[src/rtl/secuenciador_alineacion_if.sv]
// secuenciador_alineacion_if: request side and word-memory side signals of the alignment sequencer.
interface secuenciador_alineacion_if;
  logic        req;
  logic [31:0] addr;
  logic [1:0]  size;
  logic        we;
  logic [31:0] wdata;
  logic        busy;
  logic        done;
  logic        err;
  logic [31:0] rdata;
  logic        mem_req;
  logic [31:0] mem_addr;
  logic        mem_we;
  logic [3:0]  mem_be;
  logic [31:0] mem_wdata;
  logic        mem_ack;
  logic [31:0] mem_rdata;
  modport slave (
    input  req, addr, size, we, wdata, mem_ack, mem_rdata,
    output busy, done, err, rdata, mem_req, mem_addr, mem_we, mem_be, mem_wdata
  );
  modport master (
    output req, addr, size, we, wdata, mem_ack, mem_rdata,
    input  busy, done, err, rdata, mem_req, mem_addr, mem_we, mem_be, mem_wdata
  );
endinterface

[src/rtl/secuenciador_alineacion.sv]
// secuenciador_alineacion: splits byte/half/word accesses into one or two word-memory accesses.
// Define MISALIGN_TRAP_EN to reject non-naturally-aligned accesses with err instead of splitting.
module secuenciador_alineacion #(
  parameter int MAX_WAIT = 15
) (
  input logic clk,
  input logic reset,
  secuenciador_alineacion_if.slave bus
);
  typedef enum logic [1:0] {IDLE, ACC1, ACC2, DONE} state_t;
  localparam logic [7:0] W_LIM = 8'(MAX_WAIT - 1);
  state_t      r_state;
  logic [31:0] r_addr, r_wdata, r_lo, r_rdata, r_mem_addr, r_mem_wdata;
  logic [1:0]  r_size;
  logic        r_we, r_busy, r_done, r_err, r_mem_req, r_mem_we;
  logic [3:0]  r_mem_be;
  logic [7:0]  r_wait;
  logic        w_idle, w_we, w_trap, w_cross;
  logic [31:0] w_a, w_wd, w_m32, w_rd;
  logic [1:0]  w_sz, w_off;
  logic [3:0]  w_mask;
  logic [2:0]  w_nb;
  logic [7:0]  w_be;
  logic [63:0] w_wd64, w_cat;
  // In IDLE the request inputs drive the first access directly; afterwards the latched copy does.
  always_comb begin
    w_idle = r_state == IDLE;
    w_a = w_idle ? bus.addr : r_addr;
    w_sz = w_idle ? bus.size : r_size;
    w_we = w_idle ? bus.we : r_we;
    w_wd = w_idle ? bus.wdata : r_wdata;
    w_off = w_a[1:0];
    w_mask = w_sz == 2'd0 ? 4'b0001 : w_sz == 2'd1 ? 4'b0011 : 4'b1111;
    w_nb = w_sz == 2'd0 ? 3'd1 : w_sz == 2'd1 ? 3'd2 : 3'd4;
    w_m32 = w_sz == 2'd0 ? 32'h0000_00FF : w_sz == 2'd1 ? 32'h0000_FFFF : 32'hFFFF_FFFF;
    w_cross = ({1'b0, w_off} + w_nb) > 3'd4;
`ifdef MISALIGN_TRAP_EN
    w_trap = w_sz == 2'd3 || (w_sz == 2'd1 && w_off[0]) || (w_sz == 2'd2 && w_off != 2'd0);
`else
    w_trap = w_sz == 2'd3;
`endif
    // Low half feeds the first word, high half the second word of a split access.
    w_be = {4'b0000, w_mask} << w_off;
    w_wd64 = {32'h0, w_wd} << {w_off, 3'b000};
    w_cat = r_state == ACC2 ? {bus.mem_rdata, r_lo} : {32'h0, bus.mem_rdata};
    w_rd = 32'(w_cat >> {w_off, 3'b000}) & w_m32;
  end
  always_ff @(posedge clk) begin
    if (reset) begin
      r_state <= IDLE;
      r_addr <= '0;
      r_size <= '0;
      r_we <= 1'b0;
      r_wdata <= '0;
      r_lo <= '0;
      r_rdata <= '0;
      r_busy <= 1'b0;
      r_done <= 1'b0;
      r_err <= 1'b0;
      r_mem_req <= 1'b0;
      r_mem_addr <= '0;
      r_mem_we <= 1'b0;
      r_mem_be <= '0;
      r_mem_wdata <= '0;
      r_wait <= '0;
    end else begin
      case (r_state)
        IDLE: if (bus.req) begin
          r_addr <= bus.addr;
          r_size <= bus.size;
          r_we <= bus.we;
          r_wdata <= bus.wdata;
          r_busy <= 1'b1;
          r_wait <= '0;
          if (w_trap) begin
            r_state <= DONE;
            r_done <= 1'b1;
            r_err <= 1'b1;
          end else begin
            r_state <= ACC1;
            r_mem_req <= 1'b1;
            r_mem_addr <= {w_a[31:2], 2'b00};
            r_mem_we <= w_we;
            r_mem_be <= w_we ? w_be[3:0] : 4'hF;
            r_mem_wdata <= w_we ? w_wd64[31:0] : 32'h0;
          end
        end
        ACC1, ACC2: if (bus.mem_ack) begin
          r_wait <= '0;
          if (r_state == ACC1 && w_cross) begin
            r_state <= ACC2;
            r_lo <= bus.mem_rdata;
            r_mem_addr <= r_mem_addr + 32'd4;
            r_mem_be <= r_we ? w_be[7:4] : 4'hF;
            r_mem_wdata <= r_we ? w_wd64[63:32] : 32'h0;
          end else begin
            r_state <= DONE;
            r_mem_req <= 1'b0;
            r_done <= 1'b1;
            if (!r_we) r_rdata <= w_rd;
          end
        end else if (r_wait == W_LIM) begin
          r_state <= DONE;
          r_mem_req <= 1'b0;
          r_done <= 1'b1;
          r_err <= 1'b1;
          r_wait <= '0;
        end else begin
          r_wait <= r_wait + 8'd1;
        end
        DONE: begin
          r_state <= IDLE;
          r_busy <= 1'b0;
          r_done <= 1'b0;
          r_err <= 1'b0;
        end
        default: r_state <= IDLE;
      endcase
    end
  end
  assign bus.busy = r_busy;
  assign bus.done = r_done;
  assign bus.err = r_err;
  assign bus.rdata = r_rdata;
  assign bus.mem_req = r_mem_req;
  assign bus.mem_addr = r_mem_addr;
  assign bus.mem_we = r_mem_we;
  assign bus.mem_be = r_mem_be;
  assign bus.mem_wdata = r_mem_wdata;
endmodule

[src/flat_wrapper.sv]
// flat-port wrapper written by rule: the top's interface ports become plain ports
module secuenciador_alineacion_flat 
#(
  parameter int MAX_WAIT = 15
)
  (clk, reset, bus_req, bus_addr, bus_size, bus_we, bus_wdata, bus_mem_ack, bus_mem_rdata, bus_busy, bus_done, bus_err, bus_rdata, bus_mem_req, bus_mem_addr, bus_mem_we, bus_mem_be, bus_mem_wdata);
  secuenciador_alineacion_if bus_i ();
  input logic clk;
  input logic reset;
  input wire logic [$bits(bus_i.req)-1:0] bus_req;
  input wire logic [$bits(bus_i.addr)-1:0] bus_addr;
  input wire logic [$bits(bus_i.size)-1:0] bus_size;
  input wire logic [$bits(bus_i.we)-1:0] bus_we;
  input wire logic [$bits(bus_i.wdata)-1:0] bus_wdata;
  input wire logic [$bits(bus_i.mem_ack)-1:0] bus_mem_ack;
  input wire logic [$bits(bus_i.mem_rdata)-1:0] bus_mem_rdata;
  output wire logic [$bits(bus_i.busy)-1:0] bus_busy;
  output wire logic [$bits(bus_i.done)-1:0] bus_done;
  output wire logic [$bits(bus_i.err)-1:0] bus_err;
  output wire logic [$bits(bus_i.rdata)-1:0] bus_rdata;
  output wire logic [$bits(bus_i.mem_req)-1:0] bus_mem_req;
  output wire logic [$bits(bus_i.mem_addr)-1:0] bus_mem_addr;
  output wire logic [$bits(bus_i.mem_we)-1:0] bus_mem_we;
  output wire logic [$bits(bus_i.mem_be)-1:0] bus_mem_be;
  output wire logic [$bits(bus_i.mem_wdata)-1:0] bus_mem_wdata;
  assign bus_i.req = bus_req;
  assign bus_i.addr = bus_addr;
  assign bus_i.size = bus_size;
  assign bus_i.we = bus_we;
  assign bus_i.wdata = bus_wdata;
  assign bus_i.mem_ack = bus_mem_ack;
  assign bus_i.mem_rdata = bus_mem_rdata;
  assign bus_busy = bus_i.busy;
  assign bus_done = bus_i.done;
  assign bus_err = bus_i.err;
  assign bus_rdata = bus_i.rdata;
  assign bus_mem_req = bus_i.mem_req;
  assign bus_mem_addr = bus_i.mem_addr;
  assign bus_mem_we = bus_i.mem_we;
  assign bus_mem_be = bus_i.mem_be;
  assign bus_mem_wdata = bus_i.mem_wdata;
  secuenciador_alineacion #(.MAX_WAIT(MAX_WAIT)) u_core (.clk(clk), .reset(reset), .bus(bus_i));
endmodule
[config.mk]
export PLATFORM = sky130hd
export DESIGN_NAME = secuenciador_alineacion_flat
export DESIGN_NICKNAME = d
export VERILOG_FILES = /design/src/rtl/secuenciador_alineacion_if.sv /design/src/rtl/secuenciador_alineacion.sv /design/src/flat_wrapper.sv
export SDC_FILE = /design/constraint.sdc
export NUM_CORES = 1
export LEC_CHECK = 0
export ABC_AREA = 1
export CAP_MARGIN = 10
export CORE_AREA = 2 2 114 227
export CTS_CLUSTER_DIAMETER = 200
export CTS_CLUSTER_SIZE = 40
export DETAILED_ROUTE_END_ITERATION = 7
export DIE_AREA = 0 0 116 229
export HOLD_SLACK_MARGIN = 0.08
export PLACE_DENSITY = 0.86
export SYNTH_ARGS = -nofsm -noshare
export SYNTH_HDL_FRONTEND = slang
export SYNTH_SLANG_ARGS = --single-unit
[constraint.sdc]
create_clock -name clk -period 3.1 [get_ports clk]
set_input_delay 0.465 -clock clk [delete_from_list [all_inputs] [get_ports clk]]
set_output_delay 0.465 -clock clk [all_outputs]
set_load 0.1 [all_outputs]
==> results.cfg, run 1 <==
[power]
power_leakage_nw = 6.44
p_total_mw = 17.3
vdd_drop_max_uv = 1080
power.density_nw_per_um2 = 1180

[placed_design]
placed_area_um2 = 14300
gp_congestion = 0.948
pre_cts_ws_ns = -0.0880
port_buffers = 205
dp.cells = 2484
hpwl_mm = 26.4

[logic_synthesis]
syn_area_per_cell_um2 = 5.98
ys_types = 38
ys.flop_type = dfxtp_1
synth-simple-area-share_pct = 35.8
muxShareOfSynthArea_pct = 0
syn_area_um2 = 12100
synth_edf_count = 0
netlist_instances = 2017
synth_xor_area_share_pct = 0.218
synth-adder-area-share_pct = 1.20
synth_seq_area_share_pct = 35.2
yosysWarnings = 0
synth_compound_area_share_pct = 18.3
synthArstFlopShare_pct = 0
ys_ff_latch = 212
synth_top_family_by_area = simple AND/OR/NAND/NOR gates

[cells_and_area]
area_delta_synth_final_pct = 21.2
layout.cells.non_filler = 2499
final_area_um2 = 14600
mostFrequentLayoutCells = 585 x nand2_1, 372 x nor2_1, 264 x o21ai_0
layout_commonest_cell = nand2_1
fillers = 2411
post_route_cells_drive_above_1_share_pct = 9.16
nets = 2277

[sta]
fmax_mhz = 345
clock_skew_ns = 0.0518
setup_viol = 0
maxSlewViolCount = 0
tns_ns = 0
hold_viol_final = 0
fin_crit_sh_pct = 93.5
setup_ws_ns = 0.200
period_needed_ns = 2.90
slew_headroom_pct = 48.0
rsz0062_at_grt = false
worst_pin_slew_ns = 0.780

[routing]
routedWlPerCell_um = 14.9
ant_nets = 0
drcViolationCount = 0
dr.first_iter.drc_count = 1596
drt_pass1_iterations = 6
vias = 13500
drt-vias-per-instance = 5.40
drt-total-wl_mm = 37.3

[global_routing]
grt_usage_pct = 27.2
grt_overflow = 0
grt_max_degree = 85
antenna_found_initial = 1
grt_pass1_wl_mm = 59.5
grt_pass1_vias = 11700

[setup_path]
r2r_end = u_core.bus.rdata[24]$_SDFFE_PP0P_
arrival_ns = 3.23
reg2reg_from = u_core.r_state[1]$_SDFFE_PP0P_
path_common_cell = inv_1
reg2reg_slack_ns = 0.20
start_kind = flop
path_cells = inv_2, ha_4, inv_2, nand2_1, nand2_2, inv_1, nand2_1, inv_1, ha_1, inv_1, fa_1, a21oi_2, nand3_2, nand2_2, inv_1, buf_12, o21ai_0, nor2_1
critPathMaxFanout = 26
crit_start = u_core.r_state[1]$_SDFFE_PP0P_
endpoint = u_core.bus.rdata[24]$_SDFFE_PP0P_
reg2reg_depth = 18
crit_path_end_kind = flop
crit_required_ns = 3.43
max_stage_delay_ns = 0.42
cp_slowest_cell = fa_1
critical_path_class = flop to flop

[clock_tree]
htreeDepth = 1
cts_hold_buf = 0
cts-root-buf = clkbuf_16
clk_latency_ns = 0.50
clock_sinks = 212
cts_buffers = 9
cts_buffer_depth = 3
clkTransAtPathRegs_ns = 0.15
cts_tree = built

[floorplan]
die_h_um = 229
dieWidth_um = 116
rows = 82
start_util_pct = 48.5
io_pins = 208
core_area_um2 = 24800
die-area_um2 = 26600

[job]
maxCapViolCount = 0

[min_path]
hp-class = flop to flop

[status]
status = finished clean
## state kept, by name (all words and copies together), names as in the netlist
signal                flops
u_core.r_wdata           32
u_core.r_wait             8
u_core.bus.done           1
u_core.r_size             2
u_core.bus.busy           1
u_core.r_we               1
u_core.bus.mem_wdata     32
u_core.r_addr            32
u_core.bus.mem_we         1
u_core.r_lo              32
u_core.bus.mem_req        1
u_core.bus.err            1
u_core.bus.mem_addr      30
u_core.bus.mem_be         4
u_core.bus.rdata         32
u_core.r_state            2
## synthesized netlist by cell type, types with 2 or more instances
master | number | area [µm²]
o21ai_1 | 2 | 10.0
nand4_1 | 5 | 31.3
buf_4 | 9 | 67.6
nand2_1 | 589 | 2210
nor3b_1 | 4 | 30.0
dfxtp_1 | 212 | 4240
a21oi_1 | 115 | 576
nand3b_1 | 3 | 22.5
nor2_1 | 373 | 1400
clkbuf_1 | 79 | 297
ha_1 | 10 | 125
nand2_2 | 4 | 25.0
buf_1 | 7 | 26.3
o21ai_0 | 265 | 1330
inv_2 | 3 | 11.3
inv_1 | 143 | 537
a211oi_1 | 15 | 113
nor3_1 | 10 | 50.1
buf_2 | 30 | 150
o21a_1 | 7 | 52.6
o22ai_1 | 4 | 25.0
o211ai_1 | 9 | 67.6
xor2_1 | 3 | 26.3
nand3_1 | 102 | 510
## routing by layer
| metal | vias to the layer above | routed length [µm] | track usage, % |
|---|---|---|---|
| met5 | - | 0 | 0 |
| met3 | 72 | 3140 | 3.10 |
| li1 | 6707 | - | - |
| met2 | 678 | 16800 | 41.7 |
| met1 | 6033 | 16300 | 39.8 |
| met4 | 0 | 1070 | 8.37 |
## power breakdown
group | leakage, nW | switching (mW) | internal [mW]
registers | 1.74 | 0.600 | 3.48
logic | 4.58 | 8.61 | 3.14
clock network | 0.122 | 0.911 | 0.549
## logic make-up after synthesis
group,after synthesis
buffers and inverters,273
AOI/OAI and AO/OA,422
DFF,212
xor gates and xnor gates,3
adders and majority gates,11
other,1
and+or+nand+nor,1095
## worst max-delay path, delay by kind of cell, from the launching register on
kind	cells	cell delay, ns
adders and majority gates	3	0.80
and+or+nand+nor	6	0.63
buffers and inverters	7	0.58
AOI/OAI and AO/OA	2	0.38
DFF	1	0.37
## per-stage QoR
step / utilization, % / hold slack, ns
after global placement: 57.4 / 0.442
after CTS: 58.5 / 0.464
after floorplan: - / 0.434
after global routing: 58.8 / 0.483
final: 58.8 / 0.461
after detailed placement: 57.4 / 0.442
## area by class of cell
type	instances	area [µm²]	share of cell area, %
Sequential cell	212	4250	29.1
Timing Repair Buffer	259	2350	16.1
Multi-Input combinational cell	1534	6790	46.4
Clock inverter	1	30.0	0.206
Antenna cell	1	2.50	0.0171
Inverter	147	554	3.79
Tap cell	336	420	2.88
Clock buffer	9	225	1.54
## timing repair
action / 4_1_cts / 5_1_grt
buffers inserted: 0 / 3
gates resized for setup: 3 / 15
cloned: 0 / 1
endpoints found under the setup margin: 6 / 113
pin swaps: 0 / 3
## worst min-delay path by stage
stage	cells past startpoint	startpoint	endpoint	slack, ns
floorplan	2	u_core.r_wdata[12]$_SDFFE_PP0P_	u_core.r_wdata[12]$_SDFFE_PP0P_	0.43
global placement	2	u_core.bus.err$_SDFFE_PP0P_	u_core.bus.err$_SDFFE_PP0P_	0.44
detailed placement	2	u_core.bus.err$_SDFFE_PP0P_	u_core.bus.err$_SDFFE_PP0P_	0.44
CTS	2	u_core.bus.mem_we$_SDFFE_PP0P_	u_core.bus.mem_we$_SDFFE_PP0P_	0.46
global route	2	u_core.bus.err$_SDFFE_PP0P_	u_core.bus.err$_SDFFE_PP0P_	0.48
finish	2	u_core.bus.err$_SDFFE_PP0P_	u_core.bus.err$_SDFFE_PP0P_	0.46
(Power assumes the default switching activity.)
==> run 2: changes to the inputs <==
--- a/config.mk
+++ b/config.mk
@@ -7,11 +7,11 @@
 export LEC_CHECK = 0
 export ABC_AREA = 1
 export CAP_MARGIN = 10
-export CORE_AREA = 2 2 114 227
+export CORE_AREA = 4 4 116 229
 export CTS_CLUSTER_DIAMETER = 200
 export CTS_CLUSTER_SIZE = 40
 export DETAILED_ROUTE_END_ITERATION = 7
-export DIE_AREA = 0 0 116 229
+export DIE_AREA = 0 0 120 233
 export HOLD_SLACK_MARGIN = 0.08
 export PLACE_DENSITY = 0.86
 export SYNTH_ARGS = -nofsm -noshare
==> results.cfg, run 2 (synthesis gave the netlist of run 1 again) <==
[status]
status = finished clean

[routing]
vias = 14100
routedWlPerCell_um = 19.0
drcViolationCount = 0
drt-vias-per-instance = 5.56
drt-total-wl_mm = 48.0
drt_pass1_iterations = 6
ant_nets = 0
dr.first_iter.drc_count = 1327

[global_routing]
grt_usage_pct = 32.7
grt_max_degree = 82
grt_pass1_wl_mm = 71.0
grt_overflow = 0
antenna_found_initial = 0
grt_pass1_vias = 13100

[floorplan]
die_h_um = 233
core_area_um2 = 24900
dieWidth_um = 120
die-area_um2 = 28000
rows = 82
io_pins = 208
start_util_pct = 48.3

[clock_tree]
cts_buffer_depth = 3
clock_sinks = 212
cts_tree = built
htreeDepth = 1
cts_hold_buf = 0
cts_buffers = 9
clk_latency_ns = 0.50
clkTransAtPathRegs_ns = 0.16
cts-root-buf = clkbuf_16

[setup_path]
critical_path_class = flop to flop
crit_start = u_core.r_state[0]$_SDFFE_PP0P_
reg2reg_depth = 9
reg2reg_slack_ns = 0.10
endpoint = u_core.bus.mem_wdata[26]$_SDFFE_PP0P_
crit_path_end_kind = flop
start_kind = flop
crit_required_ns = 3.50
arrival_ns = 3.39
critPathMaxFanout = 68
r2r_end = u_core.bus.mem_wdata[26]$_SDFFE_PP0P_
reg2reg_from = u_core.r_state[0]$_SDFFE_PP0P_

[sta]
slew_headroom_pct = 46.9
clock_skew_ns = 0.0396
maxSlewViolCount = 0
setup_ws_ns = 0.102
worst_pin_slew_ns = 0.797
period_needed_ns = 3.00
fin_crit_sh_pct = 96.7
hold_viol_final = 0
fmax_mhz = 334
rsz0062_at_grt = true
setup_viol = 0

[placed_design]
port_buffers = 205
pre_cts_ws_ns = -0.139
hpwl_mm = 35.7
gp_congestion = 0.975

[power]
vdd_drop_max_uv = 743
power.density_nw_per_um2 = 1230
power_leakage_nw = 6.65

[cells_and_area]
area_delta_synth_final_pct = 24.0
mostFrequentLayoutCells = 583 x nand2_1, 371 x nor2_1, 265 x o21ai_0
post_route_cells_drive_above_1_share_pct = 10.8
layout_commonest_cell = nand2_1
nets = 2310
post-route-util_pct = 59.9
antenna_cells = 0

[min_path]
hp-class = flop to flop

[job]
maxCapViolCount = 0
## run 2: changes by cell type in the layout (fill, tap and decap cells not counted), moves of 2 or more
cell,change
clkbuf_16,+3
buf_4,+31
nand2_1,-2
buf_6,-2
inv_1,-2
inv_2,+2
nand2_2,+2
## run 2: worst min path at each step
stage	from	to	cells past startpoint
global route	u_core.bus.err$_SDFFE_PP0P_	u_core.bus.err$_SDFFE_PP0P_	2
detailed placement	u_core.r_wdata[27]$_SDFFE_PP0P_	u_core.r_wdata[27]$_SDFFE_PP0P_	2
global placement	u_core.bus.err$_SDFFE_PP0P_	u_core.bus.err$_SDFFE_PP0P_	2
floorplan	u_core.r_wdata[12]$_SDFFE_PP0P_	u_core.r_wdata[12]$_SDFFE_PP0P_	2
finish	u_core.bus.err$_SDFFE_PP0P_	u_core.bus.err$_SDFFE_PP0P_	2
CTS	u_core.r_wdata[31]$_SDFFE_PP0P_	u_core.r_wdata[31]$_SDFFE_PP0P_	2
## run 2: timing repair
item | in CTS | in global routing
setup endpoints to repair | 0 | 125
setup buffers | 0 | 4
resized for setup | 0 | 24
## run 2: layout make-up
type	instances	area (µm²)
repair buffers	293	2680
clock inverters	1	30.0
multi-input cells	1533	6790
flip-flops and latches	212	4250
fillers	2406	9990
inverters	147	554
well taps	336	420
clock buffers	9	225
## run 2: metrics by stage
stage | area, µm² | total power [mW] | instances | hold slack [ns] | setup TNS (ns)
2_1_floorplan | 12100 | 12.6 | 2018 | 0.434 | 0
3_3_place_gp | 14500 | 16.2 | 2514 | 0.443 | -0.247
3_5_place_dp | 14500 | 16.3 | 2514 | 0.449 | -2.34
4_1_cts | 14700 | 17.8 | 2524 | 0.471 | 0
5_1_grt | 14900 | 19.5 | 2531 | 0.492 | -0.0389
6_report | 14900 | 18.4 | 2531 | 0.467 | 0
## run 2: power breakdown
part / switching (mW) / internal [mW] / total (mW)
clock: 0.927 / 0.550 / 1.48
sequential: 0.601 / 3.48 / 4.08
combinational: 9.28 / 3.57 / 12.9
total: 10.8 / 7.60 / 18.4
## run 2: routing by layer
| layer | global-route usage, % | up-vias | wire, µm |
|---|---|---|---|
| li1 | - | 6761 | - |
| met1 | 29.9 | 6424 | 14900 |
| met2 | 62.0 | 664 | 25400 |
| met3 | 2.72 | 212 | 2250 |
| met4 | 29.9 | 0 | 5450 |
| met5 | 0 | - | 0 |
## run 2: critical path: stages, from the launching register on
cell	delay, ns
dfxtp_2	0.37
inv_2	0.09
ha_4	0.14
buf_4	0.15
buf_4	0.55
o21ai_0	0.35
o21ai_0	0.70
o21ai_0	0.30
nor2_1	0.17
nor2_1	0.06
